### config.mk
export PLATFORM = sky130hd
export DESIGN_NAME = alu_arbiter
export DESIGN_NICKNAME = d
export VERILOG_FILES = /design/src/rtl/alu_arbiter.sv
export SDC_FILE = /design/constraint.sdc
export NUM_CORES = 1
export LEC_CHECK = 0
export ABC_CLOCK_PERIOD_IN_PS = 1750
export BUFFER_PORTS_ARGS = -buffer_cell sky130_fd_sc_hd__buf_2
export CORE_MARGIN = 1.5
export CORE_UTILIZATION = 32
export CTS_BUF_LIST = sky130_fd_sc_hd__clkbuf_4 sky130_fd_sc_hd__clkbuf_8
export DETAILED_ROUTE_END_ITERATION = 10
export HOLD_SLACK_MARGIN = 0.05
export PLACE_DENSITY = 0.86
export SETUP_SLACK_MARGIN = 0.1
export SLEW_MARGIN = 20
export SYNTH_ARGS = -nofsm -noshare
export SYNTH_HDL_FRONTEND = slang
export SYNTH_SLANG_ARGS = --single-unit
### constraint.sdc
create_clock -name clk -period 1.75 [get_ports clk]
set_input_delay 0.175 -clock clk [delete_from_list [all_inputs] [get_ports clk]]
set_output_delay 0.175 -clock clk [all_outputs]
set_load 0.01 [all_outputs]
### src/rtl/alu_arbiter.sv
// Round-robin arbiter sharing one combinational 16-bit ALU among NREQ requesters,
// with a single registered response slot. Optional perf counters: ALU_ARBITER_PERF_EN.
module alu_arbiter #(
    parameter int unsigned NREQ = 2
) (
    input  logic                     clk,
    input  logic                     rst_n,
    input  logic [NREQ-1:0]          req_valid,
    output logic [NREQ-1:0]          req_ready,
    input  logic [4*NREQ-1:0]        req_op,
    input  logic [16*NREQ-1:0]       req_rs,
    input  logic [16*NREQ-1:0]       req_rt,
    input  logic [4*NREQ-1:0]        req_imm4,
    output logic [3:0]               alu_op,
    output logic [15:0]              alu_rs,
    output logic [15:0]              alu_rt,
    output logic [3:0]               alu_imm4,
    input  logic [15:0]              alu_rd,
    input  logic                     alu_zero,
    input  logic                     alu_neg,
    input  logic                     alu_ovf,
    output logic                     rsp_valid,
    input  logic                     rsp_ready,
    output logic [$clog2(NREQ)-1:0]  rsp_id,
    output logic [15:0]              rsp_rd,
    output logic [2:0]               rsp_flags
`ifdef ALU_ARBITER_PERF_EN
    ,
    output logic [15:0]              perf_busy,
    output logic [15:0]              perf_conflict
`endif
);

    localparam int unsigned IDW = $clog2(NREQ);

    logic [IDW-1:0] last;
    logic [IDW-1:0] grant_idx;
    logic [IDW-1:0] sel;
    logic           found;
    logic           can_issue;

    assign can_issue = !rsp_valid || rsp_ready;

    // Search starts just past the last winner; req_ready is forced low during reset.
    always_comb begin
        found     = 1'b0;
        grant_idx = '0;
        sel       = '0;
        if (rst_n && can_issue) begin
            for (int unsigned k = 1; k <= NREQ; k++) begin
                sel = IDW'((32'(last) + k) % NREQ);
                if (!found && req_valid[sel]) begin
                    found     = 1'b1;
                    grant_idx = sel;
                end
            end
        end
    end

    always_comb begin
        req_ready = '0;
        alu_op    = '0;
        alu_rs    = '0;
        alu_rt    = '0;
        alu_imm4  = '0;
        for (int unsigned i = 0; i < NREQ; i++) begin
            if (found && grant_idx == IDW'(i)) begin
                req_ready[i] = 1'b1;
                alu_op       = req_op[4*i +: 4];
                alu_rs       = req_rs[16*i +: 16];
                alu_rt       = req_rt[16*i +: 16];
                alu_imm4     = req_imm4[4*i +: 4];
            end
        end
    end

    always_ff @(posedge clk or negedge rst_n) begin
        if (!rst_n) begin
            rsp_valid <= 1'b0;
            rsp_id    <= '0;
            rsp_rd    <= '0;
            rsp_flags <= '0;
            last      <= IDW'(NREQ - 1);
        end else if (found) begin
            rsp_valid <= 1'b1;
            rsp_id    <= grant_idx;
            rsp_rd    <= alu_rd;
            rsp_flags <= {alu_ovf, alu_neg, alu_zero};
            last      <= grant_idx;
        end else if (rsp_ready) begin
            rsp_valid <= 1'b0;
        end
    end

`ifdef ALU_ARBITER_PERF_EN
    int unsigned n_valid;
    logic        conflict;

    always_comb begin
        n_valid = 0;
        for (int unsigned i = 0; i < NREQ; i++) begin
            n_valid = n_valid + 32'(req_valid[i]);
        end
        conflict = (n_valid >= 2);
    end

    always_ff @(posedge clk or negedge rst_n) begin
        if (!rst_n) begin
            perf_busy     <= '0;
            perf_conflict <= '0;
        end else begin
            if (found && perf_busy != '1)
                perf_busy <= perf_busy + 16'd1;
            if (conflict && perf_conflict != '1)
                perf_conflict <= perf_conflict + 16'd1;
        end
    end
`endif

endmodule

======== Word level (Yosys, flattened, before mapping) ========
Index checks and enable logic that the tools add are counted.
word-level totals
  output and inout port bits .............. 63
  input port bits ......................... 104
  logic and storage cells ................. 41
  register bits after elaboration ......... 22
cells by class
  mux-type cells .......................... 23
  bitwise gates (word level) .............. 1
  $lt $le $gt $ge ......................... 2
  reduce and logical (&&, ||, !) cells .... 8
  $add $sub $neg .......................... 2
operators with widths
  kind                   number
  $mux W16               4
  $mux W4                4
  $mux W1                15
  $logic_and A1 B1 Y1    4
  $lt A1 B2 Y1 const B   2
  $add A1 B1 Y1 const B  2
  $logic_not A1 Y1       2
  $reduce_bool A2 Y1     1
  $logic_or A1 B1 Y1     1
  $not A1 Y1             1

======== Logic depth before layout (Yosys ltp) ========
Gate-level depths: netlist (run 1).
  depth in word-level cells ............... 13
  mapped depth ............................ 5
  mapped depth without buffers ............ 3

======== Worst setup path after synthesis (run 1) ========
OpenSTA, ideal clock, no wires.
  path type ............................... reg2out
  from .................................... reg last
  to ...................................... out alu_op[0]
  required time ........................... 1.575 ns
  cell stages (with the launch flop) ...... 6
  path buffers ............................ 2
  slack ................................... 0.329 ns
  arrival ................................. 1.246 ns
  path through ............................ dfstp_2 > nand2_1 > and4_1 > buf_2 > buf_4 > a22o_1
between the ends
  word-level cells in the longest chain between the ends .. 13
  elaborated cells on any way between the ends .. 20
  classes of those cells .................. add/sub: 2; mux: 13; bitwise: 1; reduce/logical: 4
ends and longest elaborated chain
  item                                         line  source
  start, declared                              36    logic [IDW-1:0] last;
  start signal, assigned                       83    last <= IDW'(NREQ - 1);
  start signal, assigned                       89    last <= grant_idx;
  $add A1 B1 Y1                                51    sel = IDW'((32'(last) + k) % NREQ);
  $mux W1 (not written as such) (2 in series)  52    if (!found && req_valid[sel]) begin
  $mux W1                                      52
  $mux W1                                      49    if (rst_n && can_issue) begin
  $logic_not A1 Y1                             52
  $logic_and A1 B1 Y1                          52
  $mux W1                                      52
  $mux W1                                      49
  $not A1 Y1                                   67    if (found && grant_idx == IDW'(i)) begin
  $logic_and A1 B1 Y1                          67
  $mux W4                                      67
  $mux W4 *                                    67
  end, declared                                14    output logic [3:0] alu_op,
Every way passes the cells marked *; elsewhere a longest branch is shown, timed or not. The select of a mux whose other input is x is not followed.

======== Final worst setup path (run 1) ========
  from .................................... reg last
  to ...................................... out alu_rt[10]
between the ends
  word-level cells in the longest chain between the ends .. 13
  elaborated cells on any way between the ends .. 20
  classes of those cells .................. add/sub: 2; mux: 13; bitwise: 1; reduce/logical: 4
ends and longest elaborated chain
  item                                         line  source
  $add A1 B1 Y1                                51
  $mux W1 (not written as such) (2 in series)  52
  $mux W1                                      52
  $mux W1                                      49
  $logic_not A1 Y1                             52
  $logic_and A1 B1 Y1                          52
  $mux W1                                      52
  $mux W1                                      49
  $not A1 Y1                                   67
  $logic_and A1 B1 Y1                          67
  $mux W16                                     67
  $mux W16 *                                   67
  end, declared                                16    output logic [15:0] alu_rt,
Marks and branches as above.

==> results of run 1 <==
[stage by stage]
stage                     cells  setup WS (ns)  utilization (%)  TNS [ns]  area [sq um]
after detailed placement    311          0.213             56.5         0          2130
after global placement      311          0.246             56.5         0          2130
final                       319         0.0340             61.0         0          2300
after CTS                   319         0.0326             60.8         0          2290
after global routing        319        -0.0277             61.0    -0.246          2300
after floorplan             102          0.329                -         0          1280
[layout by cell type, fill, tap and decap left out]
master,netlist,layout
o21ba_1,1,1
inv_1,1,1
buf_2,4,165
nand2b_4,1,1
and4_4,0,1
dfrtp_1,21,21
buf_12,0,2
nand2_1,2,2
a21o_1,1,1
a22o_1,40,40
buf_8,0,1
clkbuf_8,0,3
buf_4,3,5
dlygate4sd3_1,0,1
buf_6,5,2
dfstp_2,1,1
buf_16,0,1
o2111a_2,0,1
mux2_2,19,19
bufinv_16,0,1
o211ai_1,1,1
[metal layers]
| layer | vias up | part of all wire, % | track usage (%) |
|---|---|---|---|
| met5 | - | 0 | 0 |
| met4 | 0 | 0.28 | 3.32 |
| met3 | 2 | 9.9 | 6.13 |
| met2 | 85 | 49 | 35.9 |
| met1 | 744 | 41 | 27.7 |
| li1 | 744 | - | - |
[what timing repair did]
| item | in CTS | in global routing |
|---|---|---|
| resized for setup | 14 | 1 |
| gates cloned | 2 | 0 |
| endpoints found under the setup margin | 40 | 40 |
| hold buffers | 1 | 0 |
| pin swaps | 1 | 1 |
| setup buffers | 1 | 0 |
| hold endpoints to repair | 21 | 0 |
[state kept, by name (all words and copies together), names as in the netlist]
| register | flops |
|---|---|
| rsp_rd | 16 |
| last | 1 |
| rsp_flags | 3 |
| rsp_id | 1 |
| rsp_valid | 1 |
[critical path, stage by stage, from the launching register on]
cell,delay [ns]
dfstp_2,0.55
o2111a_2,0.25
buf_12,0.17
a22o_1,0.18
buf_2,0.14
[area by class of cell]
class	count	share of cell area [%]
flip-flops and latches	22	24.0
multi-input cells	67	27.6
repair buffers	177	42.5
clock inverters	1	1.31
clock buffers	3	1.80
well taps	48	2.61
inverters	1	0.163
[kinds of logic (layout without fill, tap and decap cells)]
logic type / Yosys count / in the layout / share of synthesized area (%)
buf+inv: 13 / 182 / 7.98
simple gates: 4 / 4 / 2.34
flops: 22 / 22 / 42.9
mux: 19 / 19 / 16.7
compound gates: 44 / 44 / 30.1
[final timing paths]
path / cells past startpoint / startpoint / end / slack, ns
hold reg to reg: 1 / rsp_rd[2] / rsp_rd[2] / 0.51
setup reg to reg: 4 / rsp_valid / rsp_rd[15] / 0.42
hold / removal: 2 / alu_rd[10] / rsp_rd[10] / 0.14
max in group asynchronous: 3 / rst_n / last / 1.00
setup / recovery: 4 / last / alu_rt[10] / 0.03
min in group asynchronous: 3 / rst_n / rsp_rd[3] / 0.48
[where the power goes]
part	total (mW)	leakage (nW)	switching, mW	internal, mW
Sequential	0.649	0.256	0.0449	0.604
Combinational	0.665	1.04	0.302	0.363
Clock	0.471	0.0357	0.165	0.305
==> reports/qor.yml, run 1 <==
floorplan:
  start_util_pct: 34.1
  die_h_microns: 66.4
  die_x_microns: 66.4
  ioPinCount: 167
  die_area_sq_um: 4400
  rows: 22
  core_area_sq_um: 3770
grt:
  gr-total-overflow: 0
  grt_max_degree: 23
  track_usage_pct: 21.4
  grt_pass1_vias: 1434
  grt_antenna_before_repair: 0
  grt_pass1_wl_microns: 7030
timing:
  slew_headroom_pct: 81.0
  max_freq_mhz: 583
  final-hold-violation-count: 0
  min_period_ns: 1.72
  holdWs_ns: 0.139
  tightestPinTransition_ns: 0.286
  finalCritPeriodShare_pct: 98.1
  rsz0062_at_grt: "true"
  finalMaxSlewViolations: 0
  finalClockSkew_ns: 0.00154
  finalSetupViolations: 0
place:
  gp_congestion: 0.700
  port_buffers: 166
  post-dp-hpwl_microns: 4170
cells_and_area:
  seq_area_sq_um: 552
  drive_gt1_share_pct: 74.9
  syn_to_final_growth_pct: 79.0
  multi_input_area_sq_um: 634
  fill_cells: 344
  nets: 376
  diodes: 0
clocking:
  insertion_delay_ns: 0.26
  cts.path.max_buffers: 2
  htree_levels: 1
  clock-sinks: 22
  path_clk_slew_ns: 0.08
  cts_root_buf: "clkbuf_8"
  cts_buffers: 3
  cts_tree: "built"
routing:
  drt-initial-drc-count: 42
  dr.pass1.iters: 4
  routed_via_density: 4.94
  vias: 1575
  drc: 0
  finalWirelength_microns: 5080
  postRouteAntennaNets: 0
  routedWlPerCell_microns: 15.9
yosys:
  synth_area_leaders: "dfrtp_1 41%, a22o_1 27%, mux2_2 17%, buf_6 4.4%, dfstp_2 2.0%"
  synth_most_common_cell: "a22o_1"
  synth_nets: 206
  synthCells: 102
  yosysSeqAreaShare_pct: 42.9
  ys.flop_type: "dfrtp_1"
  netlist_area_sq_um: 1280
  async_flop_share_pct: 100
  yosys_warnings: 0
  synth_common_cells: "40 x a22o_1, 21 x dfrtp_1, 19 x mux2_2"
  synth_cell_type_count: 15
  avgSynthCellArea_sq_um: 12.6
  synth-edff-count: 0
  netlist.area_leader.share_pct: 40.9
  yosysTopAreaCell: "dfrtp_1"
  synth_seq_cells: 22
critical_path:
  end_kind: "primary output"
  cp.required_ns: 1.57
  start_kind: "register"
  worstPathArrival_ns: 1.54
  cp_max_fo: 22
  path_class: "reg -> out"
power_and_ir_drop:
  finalPower_mw: 1.78
  vdd_drop_max_mv: 0.536
  leakage_nw: 1.33
  power_density_nw_per_um2: 776
min_path:
  hp-class: "in -> reg"
run_status:
  outcome: "finished, final reports clean"
flow_run:
  drv_cap: 0
(Power assumes the default switching activity.)
==> run 2: changes to the inputs <==
--- a/config.mk
+++ b/config.mk
@@ -5,11 +5,12 @@
 export SDC_FILE = /design/constraint.sdc
 export NUM_CORES = 1
 export LEC_CHECK = 0
+export ABC_AREA = 1
 export ABC_CLOCK_PERIOD_IN_PS = 1750
 export BUFFER_PORTS_ARGS = -buffer_cell sky130_fd_sc_hd__buf_2
 export CORE_MARGIN = 1.5
-export CORE_UTILIZATION = 32
-export CTS_BUF_LIST = sky130_fd_sc_hd__clkbuf_4 sky130_fd_sc_hd__clkbuf_8
+export CORE_UTILIZATION = 35
+export CTS_BUF_LIST = sky130_fd_sc_hd__clkbuf_4 sky130_fd_sc_hd__clkbuf_8 sky130_fd_sc_hd__clkbuf_16
 export DETAILED_ROUTE_END_ITERATION = 10
 export HOLD_SLACK_MARGIN = 0.05
 export PLACE_DENSITY = 0.86
==> reports/qor.yml, run 2 <==
run_status:
  outcome: "finished, final reports clean"
clocking:
  htree_levels: 1  # unchanged
  path_clk_slew_ns: 0.08  # about the same
  insertion_delay_ns: 0.26  # about the same
  cts_tree: "built"
  cts.path.max_buffers: 2  # unchanged
  clock-sinks: 22  # unchanged
  cts_buffers: 3  # unchanged
  cts_root_buf: "clkbuf_8"
power_and_ir_drop:
  vdd_drop_max_mv: 0.662  # +23%
  switching_share_pct: 35.2  # +6.5 points
  p_comb_share_pct: 45.5  # +8.2 points
  p_int_mw: 1.15  # -9.4%
  p_clk_share_pct: 18.5  # -7.9 points
  power_switching_mw: 0.626  # +22%
  leakage_nw: 1.76  # +32%
  power_density_nw_per_um2: 636  # -18%
  power.share.sequential_pct: 36.0  # -0.4 points
critical_path:
  cp.required_ns: 1.57  # about the same
  path_class: "reg -> out"
  worst_path_largest_cell_delay_ns: 0.38  # -0.17 ns
  critPathBufInv: 2  # unchanged
  end_kind: "primary output"
  reg2reg_to: "rsp_rd[11]"
  worstPathArrival_ns: 1.52  # -0.02 ns
  startpoint: "last"
  path_cells: "nand2_4, nand2_8, nor2_4, clkbuf_16, nand2_1, nand2_1, buf_2"
  rrSetupSlack_ns: 0.31  # -0.11 ns
  cp_max_fo: 6  # -73%
  r2r_start: "rsp_valid"
  cp.depth: 7  # +3
  r2r_cells: 7  # +3
  crit_path_end: "alu_rs[4]"
  path_delay_family: "simple AND/OR/NAND/NOR gates"
  cp_common_cell: "nand2_1"
  slowest_stage: "dfstp_2"
  start_kind: "register"
routing:
  routedWlPerCell_microns: 13.0  # -18%
  routed_via_density: 4.92  # -0.32%
  vias: 2264  # +44%
  drt-initial-drc-count: 115  # +170%
  finalWirelength_microns: 5980  # +18%
  dr.pass1.iters: 4  # unchanged
  postRouteAntennaNets: 0  # unchanged
  drc: 0  # unchanged
timing:
  finalClockSkew_ns: 0.00552  # +0.00397 ns
  finalSetupViolations: 0  # unchanged
  holdWs_ns: 0.138  # -0.00115 ns
  max_freq_mhz: 589  # +1.1%
  fin_ws_ns: 0.0532  # +0.0192 ns
  min_period_ns: 1.70  # -0.0192 ns
  rsz0062_at_grt: "true"
  tightestPinTransition_ns: 0.923  # +0.637 ns
  finalCritPeriodShare_pct: 97.0  # -1.1 points
  final-hold-violation-count: 0  # unchanged
  tns_ns: 0  # unchanged
  slew_headroom_pct: 38.3  # -43 points
  finalMaxSlewViolations: 0  # unchanged
grt:
  track_usage_pct: 21.4  # +0.092 points
  grt_pass1_wl_microns: 8760  # +25%
  grt_antenna_before_repair: 0  # unchanged
  grt_max_degree: 40  # +74%
  grt_pass1_vias: 1992  # +39%
  gr-total-overflow: 0  # unchanged
floorplan:
  die_h_microns: 69.6  # +4.9%
  die_area_sq_um: 4850  # +10%
  rows: 24  # +9.1%
  ioPinCount: 167  # unchanged
  die_x_microns: 69.6  # +4.9%
  start_util_pct: 35.9  # +1.9 points
  core_area_sq_um: 4320  # +15%
yosys:
  synth_common_cells: "127 x nand2_1, 40 x nand4_1, 21 x dfrtp_1"
  synth-edff-count: 0  # unchanged
  yosysSeqAreaShare_pct: 35.5  # -7.4 points
  synth_cell_type_count: 16  # +1
  avgSynthCellArea_sq_um: 6.50  # -48%
  yosysTopAreaCell: "dfrtp_1"
  netlist_area_sq_um: 1550  # +21%
  synthCells: 239  # +130%
  synth_area_leaders: "dfrtp_1 34%, nand2_1 31%, nand4_1 16%, nand3_1 6.1%, buf_2 3.5%"
  synth_nets: 343  # +67%
  yosys_warnings: 0  # unchanged
  synth_seq_cells: 22  # unchanged
  synth_most_common_cell: "nand2_1"
  netlist.area_leader.share_pct: 33.8  # -7.1 points
  async_flop_share_pct: 100  # unchanged
  ys.flop_type: "dfrtp_1"
place:
  post-dp-hpwl_microns: 4030  # -3.4%
  place_ws_ns: -0.0679  # -0.281 ns
  gp_congestion: 0.786  # +12%
  port_buffers: 166  # unchanged
cells_and_area:
  most-common-layout-cells: "165 x buf_2, 106 x nand2_1, 40 x nand4_1, 21 x dfrtp_1, 19 x nand3_1"
  drive_gt1_share_pct: 52.9  # -22 points
  diodes: 0  # unchanged
  final_common_cell: "buf_2"
  fill_cells: 380  # +10%
  largest_reg_flops: 16  # unchanged
  largestRegisters: "rsp_rd: 16 flops, rsp_flags: 3 flops"
  regMostFlops: "rsp_rd"
  syn_to_final_growth_pct: 80.0
  nets: 513  # +36%
flow_run:
  drv_cap: 0  # unchanged
min_path:
  hp-class: "in -> reg"
run 2: timing repair:
item,in CTS,in global routing
cloned,1,5
endpoints found under the setup margin,42,41
endpoints found under the hold margin,21,0
resized for setup,12,28
setup buffers,2,1
hold buffers,2,0
pin swaps,2,17
run 2: cell families after synthesis:
kind of cell / after synthesis / share of synthesized area, %
buffers and inverters: 26 / 9.10
and+or+nand+nor: 190 / 54.3
DFF: 22 / 35.5
AOI/OAI and AO/OA: 1 / 1.05
run 2: how the worst min path moves through the flow:
stage | startpoint | endpoint | cells past startpoint | slack (ns)
2_1_floorplan | rst_n | rsp_flags[0] | 0 | -0.12
3_3_place_gp | rst_n | rsp_id | 2 | 0.18
3_5_place_dp | rst_n | rsp_rd[4] | 2 | 0.19
4_1_cts | alu_zero | rsp_flags[0] | 3 | 0.13
5_1_grt | alu_rd[1] | rsp_rd[1] | 3 | 0.14
6_report | alu_zero | rsp_flags[0] | 3 | 0.14
run 2: tightest hold or removal path, delay by kind of cell:
kind	cells	cell delay (ns)
and+or+nand+nor	2	0.12
buffers and inverters	1	0.07
run 2: per-layer routing:
| metal | wire length, microns | vias to the layer above | GRT usage, % |
|---|---|---|---|
| met2 | 3150 | 118 | 39.5 |
| met3 | 429 | 6 | 4.51 |
| li1 | - | 1134 | - |
| met5 | 0 | - | 0 |
| met4 | 44 | 0 | 3.63 |
| met1 | 2370 | 1006 | 26.0 |
run 2: power groups by stage:
| stage | clock network (mW) | logic [mW] | registers (mW) |
|---|---|---|---|
| after floorplan | 0 | 0.303 | 0.686 |
| after global placement | 0 | 0.661 | 0.645 |
| after detailed placement | 0 | 0.675 | 0.647 |
| after CTS | 0.339 | 0.728 | 0.639 |
| after global routing | 0.362 | 0.888 | 0.650 |
| final | 0.329 | 0.810 | 0.641 |
run 2: stage by stage:
| stage | instances | utilization [%] | area [sq um] | total power [mW] |
|---|---|---|---|---|
| 2_1_floorplan | 239 | - | 1550 | 0.988 |
| 3_3_place_gp | 445 | 55.8 | 2410 | 1.31 |
| 3_5_place_dp | 445 | 55.8 | 2410 | 1.32 |
| 4_1_cts | 454 | 59.8 | 2580 | 1.71 |
| 5_1_grt | 460 | 64.7 | 2800 | 1.90 |
| 6_report | 460 | 64.7 | 2800 | 1.78 |
run 2: area by class of cell:
class | instances | area [sq um] | share of cell area [%]
timing repair buffer | 188 | 1170 | 41.7
multi-input combinational | 191 | 952 | 34.0
sequential | 22 | 552 | 19.7
tap | 52 | 65.1 | 2.33
clock buffer | 4 | 48.8 | 1.74
inverter | 3 | 11.3 | 0.403
